### config.mk
export PLATFORM = sky130hd
export DESIGN_NAME = alu_result_queue_flat
export DESIGN_NICKNAME = d
export VERILOG_FILES = /design/src/rtl/alu_pkg.sv /design/src/rtl/alu_result_queue_if.sv /design/src/rtl/sat_counter.sv /design/src/rtl/alu_result_queue.sv /design/src/flat_wrapper.sv
export SDC_FILE = /design/constraint.sdc
export NUM_CORES = 1
export LEC_CHECK = 0
export ABC_AREA = 1
export ABC_CLOCK_PERIOD_IN_PS = 5480
export CELL_PAD_IN_SITES_DETAIL_PLACEMENT = 0
export CELL_PAD_IN_SITES_GLOBAL_PLACEMENT = 1
export CORE_UTILIZATION = 40
export DETAILED_ROUTE_END_ITERATION = 10
export DONT_BUFFER_PORTS = 1
export PLACE_DENSITY = 0.7
export SYNTH_ARGS = -nofsm -noshare
export SYNTH_HDL_FRONTEND = slang
export SYNTH_SLANG_ARGS = --single-unit
### constraint.sdc
create_clock -name clk -period 5.48 [get_ports clk]
set_input_delay 1.096 -clock clk [delete_from_list [all_inputs] [get_ports clk]]
set_output_delay 1.096 -clock clk [all_outputs]
set_load 0.01 [all_outputs]
### src/rtl/alu_pkg.sv
// rtl/alu_pkg.sv - shared ALU types: function codes, default width, result record
package alu_pkg;

    localparam int DATA_WIDTH = 32;

    typedef enum logic [3:0] {
        ALU_AND = 4'd0,
        ALU_OR  = 4'd1,
        ALU_ADD = 4'd2,
        ALU_SUB = 4'd6,
        ALU_SLL = 4'd8,
        ALU_SRL = 4'd9
    } alu_func_e;

    typedef struct packed {
        logic [DATA_WIDTH-1:0] result;
        logic                  zero;
        logic                  overflow;
        logic                  exception;
    } alu_result_t;

endpackage

### src/rtl/alu_result_queue_if.sv
// rtl/alu_result_queue_if.sv - ALU result queue bus; event counters present only with ALU_EVENT_CNT_EN
interface alu_result_queue_if #(
    parameter int DATA_WIDTH = 32,
    parameter int DEPTH      = 4
`ifdef ALU_EVENT_CNT_EN
    ,
    parameter int CNT_WIDTH  = 16
`endif
);
    logic                    in_valid;
    logic                    in_ready;
    logic [DATA_WIDTH-1:0]   in_result;
    logic                    in_zero;
    logic                    in_overflow;
    logic                    in_exception;
    logic                    out_valid;
    logic                    out_ready;
    logic [DATA_WIDTH-1:0]   out_result;
    logic                    out_zero;
    logic                    out_overflow;
    logic                    out_exception;
    logic [$clog2(DEPTH):0]  level;
    logic                    sticky_ovf;
    logic                    sticky_exc;
    logic                    sticky_clr;
`ifdef ALU_EVENT_CNT_EN
    logic [CNT_WIDTH-1:0]    ovf_cnt;
    logic [CNT_WIDTH-1:0]    exc_cnt;
`endif

    modport slave (
        input  in_valid, in_result, in_zero, in_overflow, in_exception,
        input  out_ready, sticky_clr,
        output in_ready, out_valid, out_result, out_zero, out_overflow, out_exception,
        output level, sticky_ovf, sticky_exc
`ifdef ALU_EVENT_CNT_EN
        ,
        output ovf_cnt, exc_cnt
`endif
    );

    modport master (
        output in_valid, in_result, in_zero, in_overflow, in_exception,
        output out_ready, sticky_clr,
        input  in_ready, out_valid, out_result, out_zero, out_overflow, out_exception,
        input  level, sticky_ovf, sticky_exc
`ifdef ALU_EVENT_CNT_EN
        ,
        input  ovf_cnt, exc_cnt
`endif
    );

endinterface

### src/rtl/sat_counter.sv
// rtl/sat_counter.sv - saturating event counter; a clear coinciding with an increment yields 1
module sat_counter #(
    parameter int WIDTH = 16
) (
    input  logic             clk,
    input  logic             rst,
    input  logic             clr,
    input  logic             inc,
    output logic [WIDTH-1:0] cnt
);

    logic [WIDTH-1:0] cnt_q, cnt_d;

    always_comb begin
        cnt_d = cnt_q;
        if (clr) begin
            cnt_d = inc ? WIDTH'(1) : '0;
        end else if (inc && (cnt_q != '1)) begin
            cnt_d = cnt_q + 1'b1;
        end
    end

    always_ff @(posedge clk) begin
        if (rst) begin
            cnt_q <= '0;
        end else begin
            cnt_q <= cnt_d;
        end
    end

    assign cnt = cnt_q;

endmodule

### src/rtl/alu_result_queue.sv
// rtl/alu_result_queue.sv - show-ahead ALU result FIFO with sticky status; ALU_EVENT_CNT_EN adds event counters
module alu_result_queue #(
    parameter int DATA_WIDTH = alu_pkg::DATA_WIDTH,
    parameter int DEPTH      = 4
`ifdef ALU_EVENT_CNT_EN
    ,
    parameter int CNT_WIDTH  = 16
`endif
) (
    input  logic              clk,
    input  logic              rst,
    alu_result_queue_if.slave q
);
    import alu_pkg::*;

    localparam int PTR_W = $clog2(DEPTH);
    localparam int LVL_W = PTR_W + 1;
    localparam logic [LVL_W-1:0] FULL_LVL = LVL_W'(DEPTH);

    alu_result_t      mem_q [DEPTH];
    logic [PTR_W-1:0] wr_ptr_q, wr_ptr_d;
    logic [PTR_W-1:0] rd_ptr_q, rd_ptr_d;
    logic [LVL_W-1:0] level_q, level_d;
    logic             sticky_ovf_q, sticky_ovf_d;
    logic             sticky_exc_q, sticky_exc_d;
    logic             can_push, has_data, push, pop;
    alu_result_t      head, wr_entry;

    // Handshake readiness depends only on registered occupancy.
    assign can_push = (level_q != FULL_LVL);
    assign has_data = (level_q != '0);
    assign push     = q.in_valid && can_push;
    assign pop      = q.out_ready && has_data;

    assign wr_entry.result    = q.in_result;
    assign wr_entry.zero      = q.in_zero;
    assign wr_entry.overflow  = q.in_overflow;
    assign wr_entry.exception = q.in_exception;

    always_comb begin
        wr_ptr_d     = wr_ptr_q;
        rd_ptr_d     = rd_ptr_q;
        level_d      = level_q;
        if (push) wr_ptr_d = wr_ptr_q + 1'b1;
        if (pop)  rd_ptr_d = rd_ptr_q + 1'b1;
        if (push && !pop) begin
            level_d = level_q + 1'b1;
        end else if (pop && !push) begin
            level_d = level_q - 1'b1;
        end
        // Setting takes priority over a simultaneous clear.
        sticky_ovf_d = (sticky_ovf_q && !q.sticky_clr) || (push && q.in_overflow);
        sticky_exc_d = (sticky_exc_q && !q.sticky_clr) || (push && q.in_exception);
    end

    always_ff @(posedge clk) begin
        if (rst) begin
            wr_ptr_q     <= '0;
            rd_ptr_q     <= '0;
            level_q      <= '0;
            sticky_ovf_q <= 1'b0;
            sticky_exc_q <= 1'b0;
        end else begin
            wr_ptr_q     <= wr_ptr_d;
            rd_ptr_q     <= rd_ptr_d;
            level_q      <= level_d;
            sticky_ovf_q <= sticky_ovf_d;
            sticky_exc_q <= sticky_exc_d;
        end
    end

    always_ff @(posedge clk) begin
        if (push) begin
            mem_q[wr_ptr_q] <= wr_entry;
        end
    end

    assign head = mem_q[rd_ptr_q];

    assign q.in_ready      = can_push;
    assign q.out_valid     = has_data;
    assign q.out_result    = has_data ? head.result    : '0;
    assign q.out_zero      = has_data ? head.zero      : 1'b0;
    assign q.out_overflow  = has_data ? head.overflow  : 1'b0;
    assign q.out_exception = has_data ? head.exception : 1'b0;
    assign q.level         = level_q;
    assign q.sticky_ovf    = sticky_ovf_q;
    assign q.sticky_exc    = sticky_exc_q;

`ifdef ALU_EVENT_CNT_EN
    sat_counter #(.WIDTH(CNT_WIDTH)) u_ovf_cnt (
        .clk (clk),
        .rst (rst),
        .clr (q.sticky_clr),
        .inc (push && q.in_overflow),
        .cnt (q.ovf_cnt)
    );

    sat_counter #(.WIDTH(CNT_WIDTH)) u_exc_cnt (
        .clk (clk),
        .rst (rst),
        .clr (q.sticky_clr),
        .inc (push && q.in_exception),
        .cnt (q.exc_cnt)
    );
`endif

endmodule

### src/flat_wrapper.sv
// flat-port wrapper written by rule: the top's interface ports become plain ports
module alu_result_queue_flat import alu_pkg::*;
#(
    parameter int DATA_WIDTH = alu_pkg::DATA_WIDTH,
    parameter int DEPTH      = 4

)
  (clk, rst, q_in_valid, q_in_result, q_in_zero, q_in_overflow, q_in_exception, q_out_ready, q_sticky_clr, q_in_ready, q_out_valid, q_out_result, q_out_zero, q_out_overflow, q_out_exception, q_level, q_sticky_ovf, q_sticky_exc);
  alu_result_queue_if #(.DATA_WIDTH(DATA_WIDTH), .DEPTH(DEPTH)) q_i ();
  input  logic clk;
  input  logic rst;
  input wire logic [$bits(q_i.in_valid)-1:0] q_in_valid;
  input wire logic [$bits(q_i.in_result)-1:0] q_in_result;
  input wire logic [$bits(q_i.in_zero)-1:0] q_in_zero;
  input wire logic [$bits(q_i.in_overflow)-1:0] q_in_overflow;
  input wire logic [$bits(q_i.in_exception)-1:0] q_in_exception;
  input wire logic [$bits(q_i.out_ready)-1:0] q_out_ready;
  input wire logic [$bits(q_i.sticky_clr)-1:0] q_sticky_clr;
  output wire logic [$bits(q_i.in_ready)-1:0] q_in_ready;
  output wire logic [$bits(q_i.out_valid)-1:0] q_out_valid;
  output wire logic [$bits(q_i.out_result)-1:0] q_out_result;
  output wire logic [$bits(q_i.out_zero)-1:0] q_out_zero;
  output wire logic [$bits(q_i.out_overflow)-1:0] q_out_overflow;
  output wire logic [$bits(q_i.out_exception)-1:0] q_out_exception;
  output wire logic [$bits(q_i.level)-1:0] q_level;
  output wire logic [$bits(q_i.sticky_ovf)-1:0] q_sticky_ovf;
  output wire logic [$bits(q_i.sticky_exc)-1:0] q_sticky_exc;
  assign q_i.in_valid = q_in_valid;
  assign q_i.in_result = q_in_result;
  assign q_i.in_zero = q_in_zero;
  assign q_i.in_overflow = q_in_overflow;
  assign q_i.in_exception = q_in_exception;
  assign q_i.out_ready = q_out_ready;
  assign q_i.sticky_clr = q_sticky_clr;
  assign q_in_ready = q_i.in_ready;
  assign q_out_valid = q_i.out_valid;
  assign q_out_result = q_i.out_result;
  assign q_out_zero = q_i.out_zero;
  assign q_out_overflow = q_i.out_overflow;
  assign q_out_exception = q_i.out_exception;
  assign q_level = q_i.level;
  assign q_sticky_ovf = q_i.sticky_ovf;
  assign q_sticky_exc = q_i.sticky_exc;
  alu_result_queue #(.DATA_WIDTH(DATA_WIDTH), .DEPTH(DEPTH)) u_core (.clk(clk), .rst(rst), .q(q_i));
endmodule
==> metrics <==
Netlist cell types=21; # clock sinks=roughly 150; DRT Pass-1 Iters=8; maximum clock frequency=between 200 and 300 MHz; min Tclk post-route=3.50 ns; unrepaired setup endpoints after global routing=no; Nets=approximately 540; worst endpoint required time=4.38 ns; DIE HEIGHT=125 um; peak per-stage delay on the critical path=0.88 ns; clock tree from TritonCTS=done; DRC errors left=6; critical path endpoint category=output port; vias in the first global route=~3600; CP Cell Sequence=inv_4, nor2_1, o21ai_0, a21oi_1; worst path bufs/invs=1; CP max FO=36; clk buf depth=2; period utilization=63.9%; Congestion Overflow GR=0; initial core utilization=about two fifths; drt first-iter violations=239; first-pass GRT wire length=19.2 mm; average size of a mapped cell=12.3 sq um; Clock transition at path regs=around 0.060 ns; status=finished, violations left; largest net degree at the start of global routing=71; Yosys reg bits=151; Core Util, Final=a little under half; kind of critical path=reg2out; Clock Tree Root=clkbuf_16; hpwl dp=6.51 mm; antenna violations before repair=0; asr flop ratio synth=0%; most frequent cells in the layout=nor2_1 (149), edfxtp_1 (140), o21ai_0 (51); WL/cell=17.9 um; Hold Vio Cnt, Final=0; Port Buffer Count=0; cts bufs inserted=17; syn nets=between 500 and 600; CP max stage cell=dfxtp_2; type of element launching the critical path=register; most common flop cell mapped by yosys=edfxtp_1; gpl congestion=0.714; pwr/cell area=510 mW/mm^2; cts hold-fix bufs=0; vias per cell=5.09; setup bufs post-CTS=0; FP Rows=44; Final Setup Violations=0; leakage=between 2 and 2.5 nW; cell area after synthesis=0.00603 sq mm; via count=3493; H-tree levels=4; fill cell count=around 1300; Syn Inst Count=a little under 500; violated checks=design-rule violations; drt total wl=12.3 mm; CORE AREA=0.0146 sq mm; Tightest Pin Transition=around 1.1 ns; post-cts resize count=0; Die Area=0.0156 sq mm; Worst-Skew Late Latency=approximately 0.42 ns; family with the most delay on the worst path=flip-flops; Boundary Pins=82; Post-Route Setup TNS=0 ns; worst vdd ir=0.000191 V; proportion of layout cells with a drive suffix above 1=9.76%; Ant. Diodes=0; post-route ant nets=0; DIE WIDTH=125 um; most common cell after layout, fill and taps aside=nor2_1; Final Skew=roughly 0.011 ns; Slew headroom=24.3%; Final Max Tran Viols=0; EDFF count, synth=140; sequential cell area fraction in the yosys report=73.4%; Hold Slack=0.505 ns; area overhead of the layout relative to synthesis=12.1%; Total GRT Usage=16.8%; Syn. warnings=0; Hold Path Class=reg2reg; max-cap viol count=0; Crit path arrival time=2.40 ns
==> worst register-to-register path, cell delays in order, from the launching register on <==
cell and delay (ns):
dfxtp_1 0.52, nor2_4 0.10, nand2_4 0.12, nand2_1 0.25
inv_1 0.20, ha_1 0.18, inv_1 0.06, fa_1 0.37
inv_1 0.07, nand2_1 0.05, nand3_1 0.10, nand2_1 0.06
nand2_1 0.05, nor2_1 0.04
==> per-stage QoR <==
| step | instances | area [sq um] | power, W | worst slack [ns] |
|---|---|---|---|---|
| after global routing | 686 | 6760 | 0.00363 | 1.77 |
| after detailed placement | 654 | 6140 | 0.00228 | 2.42 |
| final | 686 | 6760 | 0.00345 | 1.98 |
| after CTS | 686 | 6760 | 0.00349 | 1.94 |
| after global placement | 654 | 6140 | 0.00226 | 2.45 |
| after floorplan | 490 | 6030 | 0.00212 | 2.37 |
==> cell families (layout without fill, tap and decap cells) <==
| kind of cell | count (synthesis) | after routing | synth area share (%) |
|---|---|---|---|
| fa+ha+maj | 6 | 6 | 1.37 |
| buf+inv | 43 | 55 | 4.23 |
| compound gates | 111 | 111 | 9.22 |
| xor+xnor | 1 | 1 | 0.145 |
| flops | 151 | 151 | 73.4 |
| simple gates | 178 | 178 | 11.6 |
==> worst paths after layout <==
| path | startpoint | endpoint | slack (ns) | cells past startpoint |
|---|---|---|---|---|
| setup / recovery | register | q_out_result[17] | 1.98 | 4 |
| hold / removal | u_core.rd_ptr_q[0]$_SDFFE_PP0P_ | u_core.rd_ptr_q[0]$_SDFFE_PP0P_ | 0.50 | 2 |
| setup reg to reg | u_core.q.level[0]$_SDFFE_PP0P_ | u_core.q.level[2]$_SDFFE_PP0P_ | 3.22 | 13 |
| hold reg to reg | u_core.rd_ptr_q[0]$_SDFFE_PP0P_ | u_core.rd_ptr_q[0]$_SDFFE_PP0P_ | 0.50 | 2 |
==> area by class of cell <==
type	instances	area [sq um]	area share, %
Multi-Input combinational cell	296	1380	20.4
Timing Repair Buffer	5	37.5	0.555
Inverter	18	70.1	1.04
Sequential cell	151	4430	65.5
Tap cell	184	230	3.41
Clock inverter	15	190	2.81
Clock buffer	17	425	6.29
==> metal layers <==
| layer | GRT usage, % | part of all wire [%] |
|---|---|---|
| met1 | 19.1 | 41 |
| met2 | 28.2 | 51 |
| met3 | 5.58 | 6.2 |
| met4 | 8.50 | 1.7 |
| met5 | 0 | 0 |
==> state kept, by name (all words and copies together), names as in the netlist, named ones only <==
signal	count
u_core.q.sticky_exc	1
u_core.wr_ptr_q	2
u_core.mem_q	140
u_core.q.level	3
u_core.q.sticky_ovf	1
u_core.rd_ptr_q	2
==> where the power goes <==
group | switching, W | internal, W | leakage (nW)
logic | 0.000586 | 0.000187 | 0.639
registers | 0.0000659 | 0.00140 | 1.37
clock network | 0.000482 | 0.000727 | 0.295
==> synth_stat cells (4+ instances only) <==
cell type | number | area (sq um)
nand2_1 | 15 | 56.3
buf_4 | 4 | 30.0
buf_6 | 8 | 90.1
a21oi_1 | 40 | 200
dfxtp_1 | 11 | 220
clkbuf_2 | 7 | 35.0
buf_2 | 6 | 30.0
inv_1 | 14 | 52.6
ha_1 | 5 | 62.6
edfxtp_1 | 140 | 4200
nand3_1 | 6 | 30.0
nor2_1 | 153 | 574
o21ai_0 | 51 | 255
o21ai_1 | 20 | 100
No activity file was read; power rests on OpenSTA's default activity.
